--- src/rtl/calc_pkg.sv ---
// calc_pkg: shared state encoding and mailbox constants for the calculator host sequencer.
package calc_pkg;
   typedef enum logic [2:0] {IDLE, WR_A, WR_B, WR_OP, WAIT, READ, CLR_OP, RESP} calcState_t;
   localparam logic [31:0] DEF_ADDR_OP  = 32'd0;
   localparam logic [31:0] DEF_ADDR_A   = 32'd16;
   localparam logic [31:0] DEF_ADDR_B   = 32'd20;
   localparam logic [31:0] DEF_ADDR_RES = 32'd24;
   localparam logic [31:0] OP_NONE      = 32'd0;
   function automatic int ctrWidth(input int latency);
      return (latency < 1) ? 1 : $clog2(latency + 1);
   endfunction
endpackage

--- src/rtl/calc_wait_timer.sv ---
// calc_wait_timer: loadable down-counter; done is high while the count sits at 1.
module calc_wait_timer #(
   parameter int W = 1
) (
   input  logic         clk,
   input  logic         rst,
   input  logic         load,
   input  logic [W-1:0] loadVal,
   output logic         done
);
   logic [W-1:0] cnt;
   always_ff @(posedge clk or posedge rst)
      if (rst) cnt <= '0;
      else if (load) cnt <= loadVal;
      else if (cnt != '0) cnt <= cnt - W'(1);
   assign done = cnt == W'(1);
endmodule

--- src/rtl/calc_host_sequencer.sv ---
// calc_host_sequencer: writes operands/opcode into the calculator mailbox, waits, reads the result back.
module calc_host_sequencer
   import calc_pkg::*;
#(
   parameter logic [31:0] ADDR_OP   = DEF_ADDR_OP,
   parameter logic [31:0] ADDR_A    = DEF_ADDR_A,
   parameter logic [31:0] ADDR_B    = DEF_ADDR_B,
   parameter logic [31:0] ADDR_RES  = DEF_ADDR_RES,
   parameter int          LATENCY   = 64,
   parameter logic        WE_ACTIVE = 1'b0,
   parameter int          CLEAR_OP  = 1
) (
   input  logic        CLK,
   input  logic        RST,
   input  logic        req_valid,
   output logic        req_ready,
   input  logic [31:0] req_a,
   input  logic [31:0] req_b,
   input  logic [31:0] req_op,
   output logic        resp_valid,
   input  logic        resp_ready,
   output logic [31:0] resp_data,
   output logic        resp_err,
   output logic        busy,
   output logic [31:0] EntradaCalcu,
   output logic [31:0] addressCalcu,
   output logic        writeEnableCalcu,
   input  logic [31:0] resultadoCalcu
);
   localparam int CW = ctrWidth(LATENCY);
   calcState_t state, stateNext;
   logic [31:0] regB, regOp, addrNext, dataNext;
   logic        wrNext, waitDone;
   calc_wait_timer #(.W(CW)) waitTimer (
      .clk(CLK), .rst(RST), .load(state == WR_OP), .loadVal(CW'(LATENCY)), .done(waitDone)
   );
   always_ff @(posedge CLK or posedge RST)
      if (RST) state <= IDLE;
      else state <= stateNext;
   always_comb begin
      stateNext = state;
      case (state)
         IDLE:    if (req_valid) stateNext = (req_op == OP_NONE) ? RESP : WR_A;
         WR_A:    stateNext = WR_B;
         WR_B:    stateNext = WR_OP;
         WR_OP:   stateNext = (LATENCY == 0) ? READ : WAIT;
         WAIT:    stateNext = waitDone ? READ : WAIT;
         READ:    stateNext = (CLEAR_OP != 0) ? CLR_OP : RESP;
         CLR_OP:  stateNext = RESP;
         RESP:    if (resp_ready) stateNext = IDLE;
         default: stateNext = IDLE;
      endcase
   end
   // Bus values are computed for the upcoming state so the registered outputs line up with it.
   always_comb begin
      addrNext = 32'd0;
      dataNext = 32'd0;
      wrNext   = 1'b0;
      case (stateNext)
         WR_A:        {addrNext, dataNext, wrNext} = {ADDR_A, req_a, 1'b1};
         WR_B:        {addrNext, dataNext, wrNext} = {ADDR_B, regB, 1'b1};
         WR_OP:       {addrNext, dataNext, wrNext} = {ADDR_OP, regOp, 1'b1};
         WAIT, READ:  addrNext = ADDR_RES;
         CLR_OP:      {addrNext, wrNext} = {ADDR_OP, 1'b1};
         default:     wrNext = 1'b0;
      endcase
   end
   always_ff @(posedge CLK or posedge RST)
      if (RST) begin
         EntradaCalcu     <= 32'd0;
         addressCalcu     <= 32'd0;
         writeEnableCalcu <= ~WE_ACTIVE;
      end else begin
         EntradaCalcu     <= dataNext;
         addressCalcu     <= addrNext;
         writeEnableCalcu <= wrNext ? WE_ACTIVE : ~WE_ACTIVE;
      end
   always_ff @(posedge CLK or posedge RST)
      if (RST) begin
         regB      <= 32'd0;
         regOp     <= 32'd0;
         resp_data <= 32'd0;
         resp_err  <= 1'b0;
      end else if (state == IDLE && req_valid) begin
         regB      <= req_b;
         regOp     <= req_op;
         resp_data <= 32'd0;
         resp_err  <= req_op == OP_NONE;
      end else if (state == READ) begin
         resp_data <= resultadoCalcu;
      end else if (state == RESP && resp_ready) begin
         resp_err  <= 1'b0;
      end
   assign req_ready  = state == IDLE;
   assign busy       = state != IDLE;
   assign resp_valid = state == RESP;
endmodule

--- config.mk ---
export PLATFORM = sky130hd
export DESIGN_NAME = calc_host_sequencer
export DESIGN_NICKNAME = d
export VERILOG_FILES = /design/src/rtl/calc_pkg.sv /design/src/rtl/calc_wait_timer.sv /design/src/rtl/calc_host_sequencer.sv
export SDC_FILE = /design/constraint.sdc
export NUM_CORES = 1
export LEC_CHECK = 0
export CELL_PAD_IN_SITES_DETAIL_PLACEMENT = 0
export CELL_PAD_IN_SITES_GLOBAL_PLACEMENT = 1
export CORE_ASPECT_RATIO = 1.2
export CORE_MARGIN = 2
export CORE_UTILIZATION = 33
export CTS_CLUSTER_SIZE = 24
export DETAILED_ROUTE_END_ITERATION = 8
export PLACE_DENSITY = 0.89
export RECOVER_POWER = 50
export SETUP_SLACK_MARGIN = 0.1
export SYNTH_ARGS = -nofsm -noshare
export SYNTH_HDL_FRONTEND = slang
export SYNTH_HIERARCHICAL = 1
export SYNTH_SLANG_ARGS = --single-unit
--- constraint.sdc ---
create_clock -name CLK -period 5.95 [get_ports CLK]
set_clock_uncertainty 0.05 [all_clocks]
set_input_delay 0.8925 -clock CLK [delete_from_list [all_inputs] [get_ports CLK]]
set_output_delay 0.8925 -clock CLK [all_outputs]
set_load 0.1 [all_outputs]
**Yosys cells after proc, flatten, opt, wreduce, memory -nomap -nowiden**

Cells that the tools add are included.
Widths: inputs -> output; s select.

- Logic and storage cells: 53
- Register bits: 172
- Output and inout bits: 101

- Reduce and logical (&&, ||, !) cells: 12
- $add $sub $neg: 1
- Muxes and demuxes: 16
- Equal/unequal tests: 15

Operators with widths:

| kind | number |
|---|---|
| $pmux 32 s3 | 1 |
| $mux 32 | 2 |
| $logic_not 32->1 | 1 |
| $pmux 3 s8 | 1 |
| $eq 3x3->1 const B | 7 |
| $pmux 5 s3 | 1 |
| $mux 7 | 2 |
| $eq 3x2->1 const B | 4 |
| $mux 3 | 3 |
| $eq 7x1->1 const B | 1 |
| $reduce_bool 7->1 | 1 |
| $sub 7x1->7 const B | 1 |
| $eq 3x1->1 const B | 2 |
| $mux 1 | 6 |
| $reduce_bool 2->1 | 3 |
| $reduce_or 4->1 | 1 |
| $logic_not 3->1 | 1 |
| $reduce_bool 3->1 | 1 |
| $logic_and 1x1->1 | 2 |
| $ne 2x2->1 const B | 1 |
| $reduce_and 2->1 | 1 |
| $reduce_or 2->1 | 1 |

**Depth between registers and ports, before layout**

Gate-level depths: netlist (run 1).

- Depth after elaboration: 8
- Mapped depth: 7

**By module**

Netlist (run 1), hierarchy kept.

By module, submodules not included:

| module | instances | sequential area each (um^2) | area an instance (um^2) | cells each |
|---|---|---|---|---|
| calc_host_sequencer | 1 | 3,404.5 | 5,788.1 | 602 |
| calc_wait_timer | 1 | 175.2 | 514.2 | 51 |

**Least setup slack after synthesis (run 1)**

OpenSTA, ideal clock, no wires.

- Kind: flip-flop to output port
- Start point: register state[2]
- End point: output port busy
- Arrival: 2.093 ns
- Stages on the path, launching flop included: 4
- Setup slack: 2.914 ns
- Cell sequence: dfrtp_1 > buf_2 > nor3_4 > inv_1

- Cells in the longest elaborated chain, start to end: 1

RTL lines:

| element | line | source |
|---|---|---|
| start, declared | calc_host_sequencer.sv:31 | `calcState_t state, stateNext;` |
| start signal, assigned | calc_host_sequencer.sv:39 | `else state <= stateNext;` |
| $reduce_bool 3->1 | calc_host_sequencer.sv:95 | `assign busy = state != IDLE;` |
| end, declared | calc_host_sequencer.sv:24 | `output logic busy,` |

Every way passes these cells.

**Worst setup path after layout (run 1)**

- Start point: input port req_valid
- End point: register state[2]

- Cells in the longest elaborated chain, start to end: 2

RTL lines:

| element | line | source |
|---|---|---|
| start, declared | calc_host_sequencer.sv:15 | `input logic req_valid,` |
| $mux 3 | calc_host_sequencer.sv:43 | `IDLE: if (req_valid) stateNext = (req_op == OP_NONE) ? RESP : WR_A;` |
| $pmux 3 s8 | calc_host_sequencer.sv:42 | `case (state)` |
| via stateNext[2] | calc_host_sequencer.sv:31 |  |

The timed path passes the listed nets, and every way through them passes these cells.
A chain may end at the register's enable or synchronous reset.

==> flow_summary_export.csv, run 1 <==
group,metric,value,unit
logic_synthesis,yosys.area.top_type,"dfrtp_1",
logic_synthesis,synth-edff-count,0,
logic_synthesis,synth_cell_type_count,50,
setup_path,cp_cell_sequence,"dlygate4sd3_1 -> nand2_1 -> o21ai_0",
timing,grt_setup_unrepaired,"no",
timing,setup_ws,1.77,ns
clock_tree,cts_setup_buffers,0,
floorplan,die_x,130,um
placed_design,hpwl,11.0,mm
setup_path,r2r-start,"state[2]$_DFF_PP0_",
status,outcome,"complete, but fails checks",
clock_tree,cts_root_buffer,"clkbuf_16",
floorplan,die_h,155,um
cells_and_area,n_fill_cell,1791,
clock_tree,clk_latency,0.41,ns
setup_path,crit_arrival,4.28,ns
timing,finalHoldViolCount,0,
setup_path,critical_path.top_delay_family,"simple AND/OR/NAND/NOR gates",
timing,hold_ws,0.424,ns
global_routing,antenna_found_initial,0,
setup_path,startpoint,"req_valid",
setup_path,timing.rr.end,"resp_err$_DFFE_PP0P_",
floorplan,num_rows,55,
clock_tree,cts.htree.levels,4,
cells_and_area,area_delta_synth_final,41.8,%
drt,first_pass_iters,4,
floorplan,die_area,20200,um2
floorplan,start_util,33.5,%
setup_path,slowest_stage,"nand2_1",
drt,drtIter0Drc,235,
clock_tree,cts_buffers,17,
clock_tree,ctsLongestPathBuffers,2,
logic_synthesis,synth.area.top_cells,"dfrtp_1 56%, nand2_1 16%, buf_4 4.3%",
job,maxCapViolCount,3,
clock_tree,clk_pin_slew,0.06,ns
cells_and_area,nNetsFinal,981,
timing,max_slew.worst_pin.slew,3.82,ns
placed_design,placed_cells,1083,
drt,vias_per_cell,4.58,
global_routing,grt_pass1_wl,26.9,mm
drt,ant_nets,0,
timing,drv_slew,218,
min_path,hold_path_end,"regOp[27]$_DFFE_PP0P_",
setup_path,r2r_cells,4,
setup_path,max_stage_delay,2.38,ns
setup_path,critPathKind,"input port to register",
drt,drt_wl_total,16.9,mm
global_routing,first_global_vias,5306,
min_path,min_from,"regOp[27]$_DFFE_PP0P_",
clock_tree,cts_sinks,143,
global_routing,globalRouteOverflowTotal,0,
drt,via_count,5104,
placed_design,dp_slack,2.57,ns
logic_synthesis,synth_top_area_share,56.4,%
drt,drc_errors,0,
logic_synthesis,yosys_warnings,6,
clock_tree,cts_tree,"yes",
setup_path,crit_path_max_fanout,98,
power,power_density,563,nW/um2
cells_and_area,diodes,0,
logic_synthesis,syn_avg_cell_area,9.65,um2
global_routing,grt_max_degree,99,
logic_synthesis,synth-main-ff-cell,"dfrtp_1",
setup_path,critical_path_required,6.05,ns
timing,max_slew_margin,-156,%
setup_path,worst-r2r-setup-slack,2.08,ns
cells_and_area,final_cells,1115,
logic_synthesis,ys_seq_area_share,56.8,%
setup_path,critPathLaunchType,"input port",
min_path,holdPathStages,2,
logic_synthesis,syn_inst,653,
timing,setup_viol,0,
global_routing,track_usage,17.0,%
clock_tree,postCtsHoldBufs,0,
clock_tree,post_cts_resize_count,0,
floorplan,core-area,18800,um2
power,irDropWorstVdd,0.341,mV
power,leakagePower,4.52,nW
cells_and_area,post_route_cells_drive_above_1_share,6.05,%
logic_synthesis,syn_area,6300,um2
floorplan,ios,233,
setup_path,cp-end-kind,"register",
drt,wl_per_cell,15.2,um
timing,fin_setup_tns,0,ns
logic_synthesis,ys_seq_elements,143,
timing,clock.fmax,239,MHz
setup_path,path_buf_inv,1,
logic_synthesis,async_flop_share,100,%
placed_design,portBuffers,203,
timing,fin_crit_sh,70.2,%
placed_design,gp_congestion,0.766,
min_path,hp-class,"register to register",
status,violations,"max-capacitance violations, max-slew violations",
timing,timing.final.crit_period,4.18,ns
cells by family (layout without fill, tap and decap cells):
group,Yosys count,count (layout),synth area share (%)
compound gates,90,90,11.4
xor+xnor,2,2,0.278
fa+ha+maj,3,3,0.596
buf+inv,77,249,7.78
flops,143,143,56.8
mux,1,1,0.179
other cells,2,36,0.119
simple gates,335,335,22.9
cells in the mapped netlist, types with 2 or more instances:
| library cell | count |
|---|---|
| inv_1 | 9 |
| xnor2_1 | 2 |
| conb_1 | 2 |
| buf_4 | 36 |
| nand4_1 | 2 |
| nor2_1 | 4 |
| or4_4 | 2 |
| a21oi_1 | 3 |
| ha_1 | 3 |
| nand2b_1 | 2 |
| clkbuf_1 | 12 |
| nor4_1 | 8 |
| buf_6 | 2 |
| dfrtp_1 | 142 |
| o22ai_1 | 2 |
| a22o_2 | 3 |
| buf_8 | 3 |
| nand3_1 | 35 |
| o31ai_1 | 4 |
| nor3b_1 | 2 |
| a22o_1 | 30 |
| nand2_1 | 265 |
| nor3_1 | 2 |
| buf_2 | 14 |
| o21ai_0 | 5 |
| a21o_1 | 35 |
worst min-delay path, stage by stage, from the launching register on:
cell and delay [ns]:
dfrtp_1 0.34, nand2_1 0.05, nand2_1 0.05
state kept, by name, indices dropped and copies added (netlist names):
register          cells
addressCalcu          3
state                 3
resp_err              1
EntradaCalcu         32
regB                 32
resp_data            32
writeEnableCalcu      1
regOp                32
waitTimer/cnt         7
how the worst max path moves through the flow:
stage | end | slack (ns) | depth (start not counted)
CTS | req_ready | 2.45 | 2
detailed placement | EntradaCalcu[9]$_DFF_PP0_ | 2.57 | 5
global placement | EntradaCalcu[7]$_DFF_PP0_ | 2.61 | 5
global route | regB[1]$_DFFE_PP0P_ | 1.21 | 3
floorplan | EntradaCalcu[0]$_DFF_PP0_ | 1.37 | 1
finish | state[2]$_DFF_PP0_ | 1.77 | 3
per-layer routing:
layer / vias to the layer above / share of wire (%) / global-route usage [%]
met5: - / 0 / 0
met4: 0 / 1.7 / 5.63
met3: 23 / 7.4 / 4.78
met2: 175 / 49 / 28.8
met1: 2439 / 41 / 20.7
li1: 2467 / - / -
area by class of cell:
class                   count  area (um2)  share of cell area [%]
clock buffers              19         453                    5.07
clock inverters            13         136                    1.53
inverters                  10        38.8                   0.434
multi-input cells         467        2350                    26.3
flip-flops and latches    143        3580                    40.1
well taps                 256         320                    3.59
repair buffers            207        2060                    23.0
cells in the final DEF, fill, tap and decap left out, drive strengths merged, types with 8 or more instances in the layout:
master and n:
nor4 9, a22o 33, conb 36, nand2 265
a21o 35, clkinv 8, clkbuf 20, nand3 35
inv 11, dfrtp 142, clkdlybuf4s50 201
power by group:
| part | switching [mW] | internal [mW] |
|---|---|---|
| Clock | 0.421 | 0.640 |
| Sequential | 0.230 | 1.35 |
| Combinational | 1.77 | 0.629 |
per-stage QoR:
step                      utilization, %  power, mW  cell area [um2]
final                               47.6       5.03             8930
after global routing                47.6       5.31             8930
after CTS                           47.7       5.09             8970
after detailed placement            44.6       4.01             8380
after global placement              44.6       3.97             8380
after floorplan                        -       3.43             6430
No activity file was read; power rests on OpenSTA's default activity.
==> run 2, diff against run 1 <==
- CORE_UTILIZATION: 33 -> 30
- PLACE_DENSITY: 0.89 -> 0.86
- clock period: 5.95 -> 3.61 ns (I/O delays scaled with it)
==> flow_summary_export.csv, run 2 (same netlist as run 1, synthesis figures left out) <==
group,metric,value,unit
status,outcome,"complete, but fails checks",
status,violations,"max-capacitance violations, max-slew violations",
global_routing,first_global_vias,5366,
setup_path,critPathKind,"register to output pin",
timing,setup_ws,0.699,ns
cells_and_area,diodes,0,
drt,via_count,5079,
power,p_seq_share,30.6,%
cells_and_area,layout_commonest_cell,"nand2_1",
timing,finalHoldViolCount,0,
drt,vias_per_cell,4.50,
global_routing,globalRouteOverflowTotal,0,
min_path,hp-class,"register to register",
global_routing,grt_max_degree,137,
placed_design,gp_congestion,0.758,
timing,fin_crit_sh,80.6,%
clock_tree,cts_setup_buffers,0,
cells_and_area,final_cell_mix,"264 x nand2_1, 199 x clkdlybuf4s50_1, 142 x dfrtp_1",
power,leakagePower,4.56,nW
drt,wl_per_cell,15.3,um
floorplan,core-area,20800,um2
setup_path,startpoint,"state[2]$_DFF_PP0_",
power,switching_share,46.9,%
timing,drv_slew,137,
cells_and_area,post_route_cells_drive_above_1_share,6.52,%
setup_path,critPathLaunchType,"register",
drt,drt_wl_total,17.3,mm
setup_path,worst-r2r-setup-slack,0.78,ns
power,p_int,4.49,mW
drt,drc_errors,0,
timing,fin_setup_tns,0,ns
clock_tree,cts_sinks,143,
setup_path,cp-end-kind,"output pin",
power,irDropWorstVdd,0.776,mV
clock_tree,cts_buffers,17,
floorplan,start_util,30.4,%
global_routing,track_usage,16.2,%
setup_path,r2r-start,"state[2]$_DFF_PP0_",
floorplan,ios,233,
placed_design,dp_slack,0.774,ns
global_routing,antenna_found_initial,0,
drt,ant_nets,0,
cells_and_area,area_delta_synth_final,42.9,%
job,maxCapViolCount,1,
timing,setup_viol,0,
clock_tree,clk_pin_slew,0.06,ns
clock_tree,ctsLongestPathBuffers,2,
placed_design,portBuffers,203,
timing,max_slew.worst_pin.slew,1.93,ns
timing,timing.final.crit_period,2.91,ns
clock_tree,post_cts_resize_count,0,
clock_tree,cts_root_buffer,"clkbuf_16",
clock_tree,cts.htree.levels,4,
timing,clock.fmax,344,MHz
setup_path,critPathCapture,"busy",
clock_tree,cts_tree,"yes",
placed_design,hpwl,11.3,mm
power,switchingPower,3.97,mW
power,clockPowerShare,22.8,%
timing,grt_setup_unrepaired,"no",
floorplan,die_area,22200,um2
floorplan,die_h,163,um
power,power_density,940,nW/um2
drt,drtIter0Drc,201,
global_routing,grt_pass1_wl,27.6,mm
floorplan,die_x,136,um
cells_and_area,nNetsFinal,982,
drt,first_pass_iters,4,
clock_tree,clk_latency,0.41,ns
floorplan,num_rows,58,
setup_path,critical_path_required,3.02,ns
min_path,min_from,"regB[30]$_DFFE_PP0P_",
clock_tree,postCtsHoldBufs,0,
power,combPwrFrac,46.6,%
setup_path,timing.rr.end,"regOp[2]$_DFFE_PP0P_",
setup_path,crit_arrival,2.32,ns
setup_path,crit_path_max_fanout,11,
setup_path,r2r_cells,5,
timing,max_slew_margin,-28.3,%
-- run 2: changes by cell type in the layout (fill, tap and decap cells not counted), moves of 2 or more --
cell	previous run	this run
clkdlybuf4s50_1	201	199
clkinv_2	5	3
clkinv_4	3	1
bufinv_16	2	5
-- run 2: final cells by class --
type	instances	area, um2
Sequential cell	143	3580
Inverter	10	41.3
Multi-Input combinational cell	467	2350
Clock inverter	13	208
Tap cell	270	338
Fill cell	2058	11700
Clock buffer	18	439
Timing Repair Buffer	208	2050
-- run 2: critical path: stages, from the launching register on --
cell and delay (ns):
dfrtp_1 0.53, nor3_4 0.35, inv_1 0.07, clkdlybuf4s50_1 0.96
-- run 2: how the worst min path moves through the flow --
stage / to / cells past startpoint
after detailed placement: regB[30]$_DFFE_PP0P_ / 2
after global routing: regB[26]$_DFFE_PP0P_ / 2
after CTS: waitTimer/cnt[0]$_DFFE_PP0P_ / 2
after floorplan: waitTimer/cnt[0]$_DFFE_PP0P_ / 1
after global placement: regB[30]$_DFFE_PP0P_ / 2
final: regB[30]$_DFFE_PP0P_ / 2
-- run 2: metal layers --
metal	vias to the layer above	GRT usage [%]	share of wire, %
met5	-	0	0
met4	0	5.73	2.2
met3	28	5.14	6.7
met2	165	28.0	50
met1	2415	18.7	41
li1	2471	-	-
-- run 2: stage by stage --
stage / hold WS, ns / cells / util [%] / instance area (um2) / total power, mW
CTS: 0.401 / 1129 / 43.6 / 9050 / 8.60
global placement: 0.407 / 1098 / 40.5 / 8410 / 6.56
detailed placement: 0.412 / 1098 / 40.5 / 8410 / 6.62
floorplan: 0.295 / 687 / - / 6430 / 5.66
global route: 0.441 / 1129 / 43.4 / 9010 / 8.93
finish: 0.421 / 1129 / 43.4 / 9010 / 8.47
-- run 2: power groups by stage --
stage	clock (mW)	combinational, mW	sequential, mW
2_1_floorplan	0	1.34	4.31
3_3_place_gp	0	3.96	2.60
3_5_place_dp	0	4.01	2.62
4_1_cts	1.99	4.02	2.59
5_1_grt	2.06	4.20	2.67
6_report	1.93	3.95	2.59
